### config.mk
export PLATFORM = sky130hd
export DESIGN_NAME = mux_l2_flat
export DESIGN_NICKNAME = d
export VERILOG_FILES = /design/src/rtl/mux_l2_pkg.sv /design/src/rtl/mux_l2_if.sv /design/src/rtl/mux_l2_fifo.sv /design/src/rtl/mux_l2.sv /design/src/flat_wrapper.sv
export SDC_FILE = /design/constraint.sdc
export NUM_CORES = 1
export LEC_CHECK = 0
export CAP_MARGIN = 10
export CELL_PAD_IN_SITES_DETAIL_PLACEMENT = 0
export CELL_PAD_IN_SITES_GLOBAL_PLACEMENT = 1
export CORE_AREA = 2 2 127 129
export DETAILED_ROUTE_END_ITERATION = 10
export DIE_AREA = 0 0 129 131
export GPL_TIMING_DRIVEN = 0
export PLACE_DENSITY = 0.46
export SKIP_LAST_GASP = 1
export SYNTH_ARGS = -nofsm -noshare
export SYNTH_HDL_FRONTEND = slang
export SYNTH_SLANG_ARGS = --single-unit
### constraint.sdc
create_clock -name clk -period 3.1 [get_ports clk]
set_clock_uncertainty 0.15 [all_clocks]
set_input_delay 0.775 -clock clk [delete_from_list [all_inputs] [get_ports clk]]
set_output_delay 0.775 -clock clk [all_outputs]
set_load 0.02 [all_outputs]
### src/rtl/mux_l2_pkg.sv
// rtl/mux_l2_pkg.sv - shared parameters, lane enum and pointer-width helper for mux_l2
package mux_l2_pkg;

    localparam int WIDTH_DEF = 8;
    localparam int DEPTH_DEF = 4;

    typedef enum logic {
        LANE0 = 1'b0,
        LANE1 = 1'b1
    } lane_e;

    // Smallest r with 2**r >= value; constant-foldable for parameter use.
    function automatic int clog2_f(input int value);
        int r;
        r = 0;
        for (int i = 0; i < 31; i++) begin
            if ((1 << i) < value) begin
                r = i + 1;
            end
        end
        return r;
    endfunction

endpackage

### src/rtl/mux_l2_if.sv
// rtl/mux_l2_if.sv - lane inputs and merged output bundle for mux_l2
interface mux_l2_if #(
    parameter int WIDTH = 8
);
    logic [WIDTH-1:0] Entrada0;
    logic             validEntrada0;
    logic [WIDTH-1:0] Entrada1;
    logic             validEntrada1;
    logic [WIDTH-1:0] Salida;
    logic             validSalida;
    logic             selector;
    logic             full0;
    logic             full1;
    logic             overflow0;
    logic             overflow1;

    modport slave (
        input  Entrada0, validEntrada0, Entrada1, validEntrada1,
        output Salida, validSalida, selector, full0, full1, overflow0, overflow1
    );

    modport master (
        output Entrada0, validEntrada0, Entrada1, validEntrada1,
        input  Salida, validSalida, selector, full0, full1, overflow0, overflow1
    );
endinterface

### src/rtl/mux_l2_fifo.sv
// rtl/mux_l2_fifo.sv - per-lane synchronous FIFO with combinational head read
module fifo_l2
    import mux_l2_pkg::*;
#(
    parameter  int WIDTH = WIDTH_DEF,
    parameter  int DEPTH = DEPTH_DEF,
    localparam int PTR_W = clog2_f(DEPTH)
) (
    input  logic             clk,
    input  logic             rst_n,
    input  logic             push_i,
    input  logic [WIDTH-1:0] din_i,
    input  logic             pop_i,
    output logic [WIDTH-1:0] dout_o,
    output logic [PTR_W:0]   count_o,
    output logic             full_o,
    output logic             empty_o
);

    localparam logic [PTR_W:0] FULL_CNT = (PTR_W + 1)'(DEPTH);

    logic [WIDTH-1:0] mem_q [DEPTH];
    logic [PTR_W-1:0] wr_ptr_q, wr_ptr_d;
    logic [PTR_W-1:0] rd_ptr_q, rd_ptr_d;
    logic [PTR_W:0]   cnt_q, cnt_d;
    logic             push_ok;
    logic             pop_ok;

    // Full/empty come from the pre-edge count, so a same-edge pop never frees a slot for the push.
    assign full_o  = (cnt_q == FULL_CNT);
    assign empty_o = (cnt_q == '0);
    assign push_ok = push_i && !full_o;
    assign pop_ok  = pop_i && !empty_o;
    assign dout_o  = mem_q[rd_ptr_q];
    assign count_o = cnt_q;

    always_comb begin
        wr_ptr_d = wr_ptr_q;
        rd_ptr_d = rd_ptr_q;
        cnt_d    = cnt_q;
        if (push_ok) begin
            wr_ptr_d = wr_ptr_q + 1'b1;
        end
        if (pop_ok) begin
            rd_ptr_d = rd_ptr_q + 1'b1;
        end
        case ({push_ok, pop_ok})
            2'b10:   cnt_d = cnt_q + 1'b1;
            2'b01:   cnt_d = cnt_q - 1'b1;
            default: cnt_d = cnt_q;
        endcase
    end

    always_ff @(posedge clk or negedge rst_n) begin
        if (!rst_n) begin
            wr_ptr_q <= '0;
            rd_ptr_q <= '0;
            cnt_q    <= '0;
        end else begin
            wr_ptr_q <= wr_ptr_d;
            rd_ptr_q <= rd_ptr_d;
            cnt_q    <= cnt_d;
        end
    end

    always_ff @(posedge clk) begin
        if (push_ok) begin
            mem_q[wr_ptr_q] <= din_i;
        end
    end

endmodule

### src/rtl/mux_l2.sv
// rtl/mux_l2.sv - two-lane round-robin merge with lane tag on the output
module mux_l2
    import mux_l2_pkg::*;
#(
    parameter int WIDTH = WIDTH_DEF,
    parameter int DEPTH = DEPTH_DEF
) (
    input  logic   clk,
    input  logic   reset,
    mux_l2_if.slave bus
);

    localparam int             PTR_W    = clog2_f(DEPTH);
    localparam logic [PTR_W:0] FULL_CNT = (PTR_W + 1)'(DEPTH);

    logic [WIDTH-1:0] head0, head1;
    logic [PTR_W:0]   cnt0, cnt1;
    logic             full0, full1;
    logic             empty0, empty1;

    logic             gnt_vld;
    lane_e            gnt_lane;
    lane_e            last_q, last_d;
    logic [WIDTH-1:0] salida_q, salida_d;
    lane_e            sel_q, sel_d;
    logic             valid_q;
    logic             ovf0_q, ovf0_d;
    logic             ovf1_q, ovf1_d;

    fifo_l2 #(.WIDTH(WIDTH), .DEPTH(DEPTH)) u_fifo0 (
        .clk     (clk),
        .rst_n   (reset),
        .push_i  (bus.validEntrada0),
        .din_i   (bus.Entrada0),
        .pop_i   (gnt_vld && (gnt_lane == LANE0)),
        .dout_o  (head0),
        .count_o (cnt0),
        .full_o  (full0),
        .empty_o (empty0)
    );

    fifo_l2 #(.WIDTH(WIDTH), .DEPTH(DEPTH)) u_fifo1 (
        .clk     (clk),
        .rst_n   (reset),
        .push_i  (bus.validEntrada1),
        .din_i   (bus.Entrada1),
        .pop_i   (gnt_vld && (gnt_lane == LANE1)),
        .dout_o  (head1),
        .count_o (cnt1),
        .full_o  (full1),
        .empty_o (empty1)
    );

    // On a tie the lane that did not win last time goes; a lone requester still moves last_q.
    always_comb begin
        gnt_vld  = 1'b0;
        gnt_lane = LANE0;
        if (!empty0 && !empty1) begin
            gnt_vld  = 1'b1;
            gnt_lane = (last_q == LANE1) ? LANE0 : LANE1;
        end else if (!empty0) begin
            gnt_vld  = 1'b1;
            gnt_lane = LANE0;
        end else if (!empty1) begin
            gnt_vld  = 1'b1;
            gnt_lane = LANE1;
        end

        last_d   = gnt_vld ? gnt_lane : last_q;
        salida_d = salida_q;
        sel_d    = sel_q;
        if (gnt_vld) begin
            salida_d = (gnt_lane == LANE0) ? head0 : head1;
            sel_d    = gnt_lane;
        end

        ovf0_d = ovf0_q || (bus.validEntrada0 && (cnt0 == FULL_CNT));
        ovf1_d = ovf1_q || (bus.validEntrada1 && (cnt1 == FULL_CNT));
    end

    always_ff @(posedge clk or negedge reset) begin
        if (!reset) begin
            last_q   <= LANE1;
            salida_q <= '0;
            sel_q    <= LANE0;
            valid_q  <= 1'b0;
            ovf0_q   <= 1'b0;
            ovf1_q   <= 1'b0;
        end else begin
            last_q   <= last_d;
            salida_q <= salida_d;
            sel_q    <= sel_d;
            valid_q  <= gnt_vld;
            ovf0_q   <= ovf0_d;
            ovf1_q   <= ovf1_d;
        end
    end

    assign bus.Salida      = salida_q;
    assign bus.validSalida = valid_q;
    assign bus.selector    = sel_q;
    assign bus.full0       = full0;
    assign bus.full1       = full1;
    assign bus.overflow0   = ovf0_q;
    assign bus.overflow1   = ovf1_q;

endmodule

### src/flat_wrapper.sv
// flat-port wrapper written by rule: the top's interface ports become plain ports
module mux_l2_flat import mux_l2_pkg::*;
#(
    parameter int WIDTH = WIDTH_DEF,
    parameter int DEPTH = DEPTH_DEF
)
  (clk, reset, bus_Entrada0, bus_validEntrada0, bus_Entrada1, bus_validEntrada1, bus_Salida, bus_validSalida, bus_selector, bus_full0, bus_full1, bus_overflow0, bus_overflow1);
  mux_l2_if #(.WIDTH(WIDTH)) bus_i ();
  input  logic clk;
  input  logic reset;
  input wire logic [$bits(bus_i.Entrada0)-1:0] bus_Entrada0;
  input wire logic [$bits(bus_i.validEntrada0)-1:0] bus_validEntrada0;
  input wire logic [$bits(bus_i.Entrada1)-1:0] bus_Entrada1;
  input wire logic [$bits(bus_i.validEntrada1)-1:0] bus_validEntrada1;
  output wire logic [$bits(bus_i.Salida)-1:0] bus_Salida;
  output wire logic [$bits(bus_i.validSalida)-1:0] bus_validSalida;
  output wire logic [$bits(bus_i.selector)-1:0] bus_selector;
  output wire logic [$bits(bus_i.full0)-1:0] bus_full0;
  output wire logic [$bits(bus_i.full1)-1:0] bus_full1;
  output wire logic [$bits(bus_i.overflow0)-1:0] bus_overflow0;
  output wire logic [$bits(bus_i.overflow1)-1:0] bus_overflow1;
  assign bus_i.Entrada0 = bus_Entrada0;
  assign bus_i.validEntrada0 = bus_validEntrada0;
  assign bus_i.Entrada1 = bus_Entrada1;
  assign bus_i.validEntrada1 = bus_validEntrada1;
  assign bus_Salida = bus_i.Salida;
  assign bus_validSalida = bus_i.validSalida;
  assign bus_selector = bus_i.selector;
  assign bus_full0 = bus_i.full0;
  assign bus_full1 = bus_i.full1;
  assign bus_overflow0 = bus_i.overflow0;
  assign bus_overflow1 = bus_i.overflow1;
  mux_l2 #(.WIDTH(WIDTH), .DEPTH(DEPTH)) u_core (.clk(clk), .reset(reset), .bus(bus_i));
endmodule
==> out/results.ini, run 1 <==
[outcome]
outcome=finished, final reports clean

[min_path]
hold_depth=1
hold_path.class=reg -> reg

[timing]
grt_setup_unrepaired=no
finalSetupViolCount=0
finalCriticalPeriod_ns=2.79
tightest_slew_ns=0.676
fmax_ghz=0.359
worst_hold_slack_ns=0.313
slew_violations=0
hold_viol=0
fin_setup_tns_ns=0
period_share=0.899
relSlewSlack=0.549

[power_and_ir_drop]
combPwrFrac=0.379
power_density_nw_per_um2=1020
p_leak_nw=1.66
p_sw_frac=0.345
p_int_mw=3.12
pwr-share-clk=0.217
switching_power_mw=1.65
vdd.ir_drop.worst_uv=337
p_seq_frac=0.405

[setup_path]
path_class=reg -> out
rrSetupSlack_ns=0.60
r2r_start=u_core.u_fifo0.count_o[0]
timing.rr.end=u_core.u_fifo0.count_o[2]
worstPathRequired_ns=2.17
path_max_fanout=7
start_kind=flip-flop
cp-end-kind=output pin
arrival_ns=1.86
worst-r2r-cell-count=9
crit_end=bus_full0
startpoint=u_core.u_fifo0.count_o[0]

[clocking]
ctsResizeCount=0
ctsHoldBuffers=0
cts_sinks=91
clkTransAtPathRegs_ns=0.06
h-tree-depth=3
cts-buffers-inserted=9
cts_tree=built
cts_buffer_depth=2
clk_latency_ns=0.35
cts_root_buf=clkbuf_16
cts_setup_buffers=0

[finish]
syn_to_final_growth_pct=22.9
final_layout_size_suffix_gt1_frac=0.199
diodes=0
finalNonFillerCells=482
fin_util=0.300
nets=293

[yosys]
synthDistinctLibCells=34
mappedNetlistArea_um2=3810
ys_seq_elements=91
syn_nets=249
yosysTopAreaCellShare=0.504
syn_avg_cell_area_um2=17.6
synthTopCellsByArea=edfxtp_1, dfrtp_1, mux4_2
yosysTopAreaCell=edfxtp_1
seq_area_frac_synth=0.682
synth_cells=217
yosysWarningCount=0

[die]
initial_utilization=0.244
die_h_um=131
core_um2=15600
fp.dieW_um=129
io_pins=34
fp.dieArea_um2=16900
rows=46

[grt]
grt_start_max_net_pins=28
grt_pass1_vias=2035
grt_overflow_total=0
grt_pass1_wl_um=12100
antenna_found_initial=0
gr-usage-all-layers=0.101

[flow_run]
max_cap_violations=0

[placement]
hpwl_um=5180
dp.cells=466
io_buffers=33
place_congestion=0.674

[route]
drc=0
drtIter0Drc=75
finalWirelength_um=7630
drtPass1Iterations=4
postRouteAntennaNets=0
post_drt_wl_per_cell_um=15.8
vias_per_cell=4.10
vias=1977

## critical path, cell delays in order, from the launching register on
cell,delay (ns)
dfrtp_1,0.53
nor3b_4,0.34
clkdlybuf4s50_1,0.66
## worst min-delay path by stage
| stage | start | endpoint | slack, ns |
|---|---|---|---|
| after floorplan | reset | u_core.bus.Salida[0] | 0.33 |
| after global placement | u_core.bus.overflow1 | u_core.bus.overflow1 | 0.29 |
| after detailed placement | u_core.bus.overflow0 | u_core.bus.overflow0 | 0.30 |
| after CTS | u_core.bus.overflow0 | u_core.bus.overflow0 | 0.32 |
| after global routing | u_core.bus.overflow0 | u_core.bus.overflow0 | 0.33 |
| final | u_core.bus.overflow0 | u_core.bus.overflow0 | 0.31 |
## per-layer routing
| metal | vias up | part of all wire | global-route usage |
|---|---|---|---|
| met2 | 33 | 0.46 | 0.153 |
| met3 | 10 | 0.048 | 0.0432 |
| li1 | 916 | - | - |
| met4 | 0 | 0.016 | 0.0345 |
| met5 | - | 0 | 0 |
| met1 | 1018 | 0.48 | 0.131 |
## per-stage QoR
step	total power [mW]	setup WS (ns)	cell area [um2]
2_1_floorplan	3.20	0.745	3810
3_3_place_gp	3.78	0.291	4410
3_5_place_dp	3.80	0.279	4410
4_1_cts	4.87	0.269	4690
5_1_grt	5.12	0.176	4690
6_report	4.76	0.312	4690
## layout make-up
class / count / area [um2]
multi-input cells: 106 / 1120
flip-flops and latches: 91 / 2600
repair buffers: 33 / 325
inverters: 10 / 37.5
well taps: 216 / 270
plain buffers: 10 / 57.6
clock buffers: 11 / 243
clock inverters: 5 / 36.3
fillers: 1544 / 10900
## cell usage in the layout (no fill, tap or decap), drive strengths merged, types with 2 or more instances in the layout
cell           synthesis  routed
edfxtp                64      64
clkdlybuf4s50          0      32
dfrtp                 26      26
nand3                 25      25
mux4                  16      16
clkbuf                 4      15
inv                   10      13
ha                    10      10
and2                   8       8
xnor2                  8       8
a32oi                  8       8
buf                    6       7
a21o                   4       4
xor2                   4       4
nor2                   4       4
mux2                   3       3
nor3                   2       2
or3                    2       2
fa                     2       2
clkinv                 0       2
nor3b                  2       2
nor2b                  2       2
## flip-flops by register name, indices dropped and copies added, names as in the netlist
register                 flops
u_core.bus.validSalida       1
u_core.bus.selector          1
u_core.u_fifo1.mem_q        32
u_core.u_fifo0.count_o       3
u_core.u_fifo1.count_o       3
u_core.bus.Salida            8
u_core.u_fifo0.wr_ptr_q      2
u_core.u_fifo1.rd_ptr_q      2
u_core.bus.overflow1         1
u_core.u_fifo1.wr_ptr_q      2
u_core.u_fifo0.rd_ptr_q      2
u_core.u_fifo0.mem_q        32
u_core.last_q                1
u_core.bus.overflow0         1
## synth_stat cells
cell and count:
nor2_1 3, mux4_2 16, nor2b_4 1, inv_2 2
dfstp_2 1, or3_1 2, nor2b_2 1, mux2_2 1
and2_1 8, xnor2_1 8, nor3b_2 1, nor3_2 2
buf_6 2, fa_1 2, buf_2 4, o21ai_2 1
nand2_1 1, o31ai_4 1, o211ai_2 1, ha_1 10
nor2_4 1, inv_1 8, nand3_1 25, mux2i_1 1
nor3b_4 1, dfrtp_1 26, xor2_1 4, mux2_4 1
mux2_1 1, a21o_1 4, clkbuf_1 4, edfxtp_1 64
o31a_1 1, a32oi_1 8
## power by group through the flow
stage	logic [mW]	registers, mW	clock network (mW)
after floorplan	1.22	1.98	0
after global placement	1.84	1.95	0
after detailed placement	1.85	1.95	0
after CTS	1.86	1.93	1.07
after global routing	2.03	1.97	1.13
final	1.81	1.93	1.03
## kinds of logic after synthesis
family	share of synthesized area
simple gates	0.0755
compound gates	0.0397
fa+ha+maj	0.0433
flops	0.682
xor+xnor	0.0276
mux	0.107
buf+inv	0.0250
Note: power is estimated with default switching activity, not from simulation.
==> inputs of run 2 (changes only) <==
--- a/config.mk
+++ b/config.mk
@@ -13,2 +13,3 @@
 export DIE_AREA = 0 0 129 131
+export GPL_ROUTABILITY_DRIVEN = 0
 export GPL_TIMING_DRIVEN = 0
==> constraint.sdc (replaced) <==
create_clock -name clk -period 3.1 [get_ports clk]
set_clock_uncertainty 0.15 [all_clocks]
set_input_delay 0.465 -clock clk [delete_from_list [all_inputs] [get_ports clk]]
set_output_delay 0.465 -clock clk [all_outputs]
set_load 0.02 [all_outputs]
==> results of run 2 <==
The final DEF is identical to that of run 1. Status: finished, final reports clean.
Main changes from that run: setup slack after placement 0.279 ns -> 0.589 ns; setup slack after layout 0.312 ns -> 0.597 ns; hold slack 0.313 ns -> 0.00604 ns; end point of the critical path bus_full0 -> u_core.u_fifo0.count_o[2]
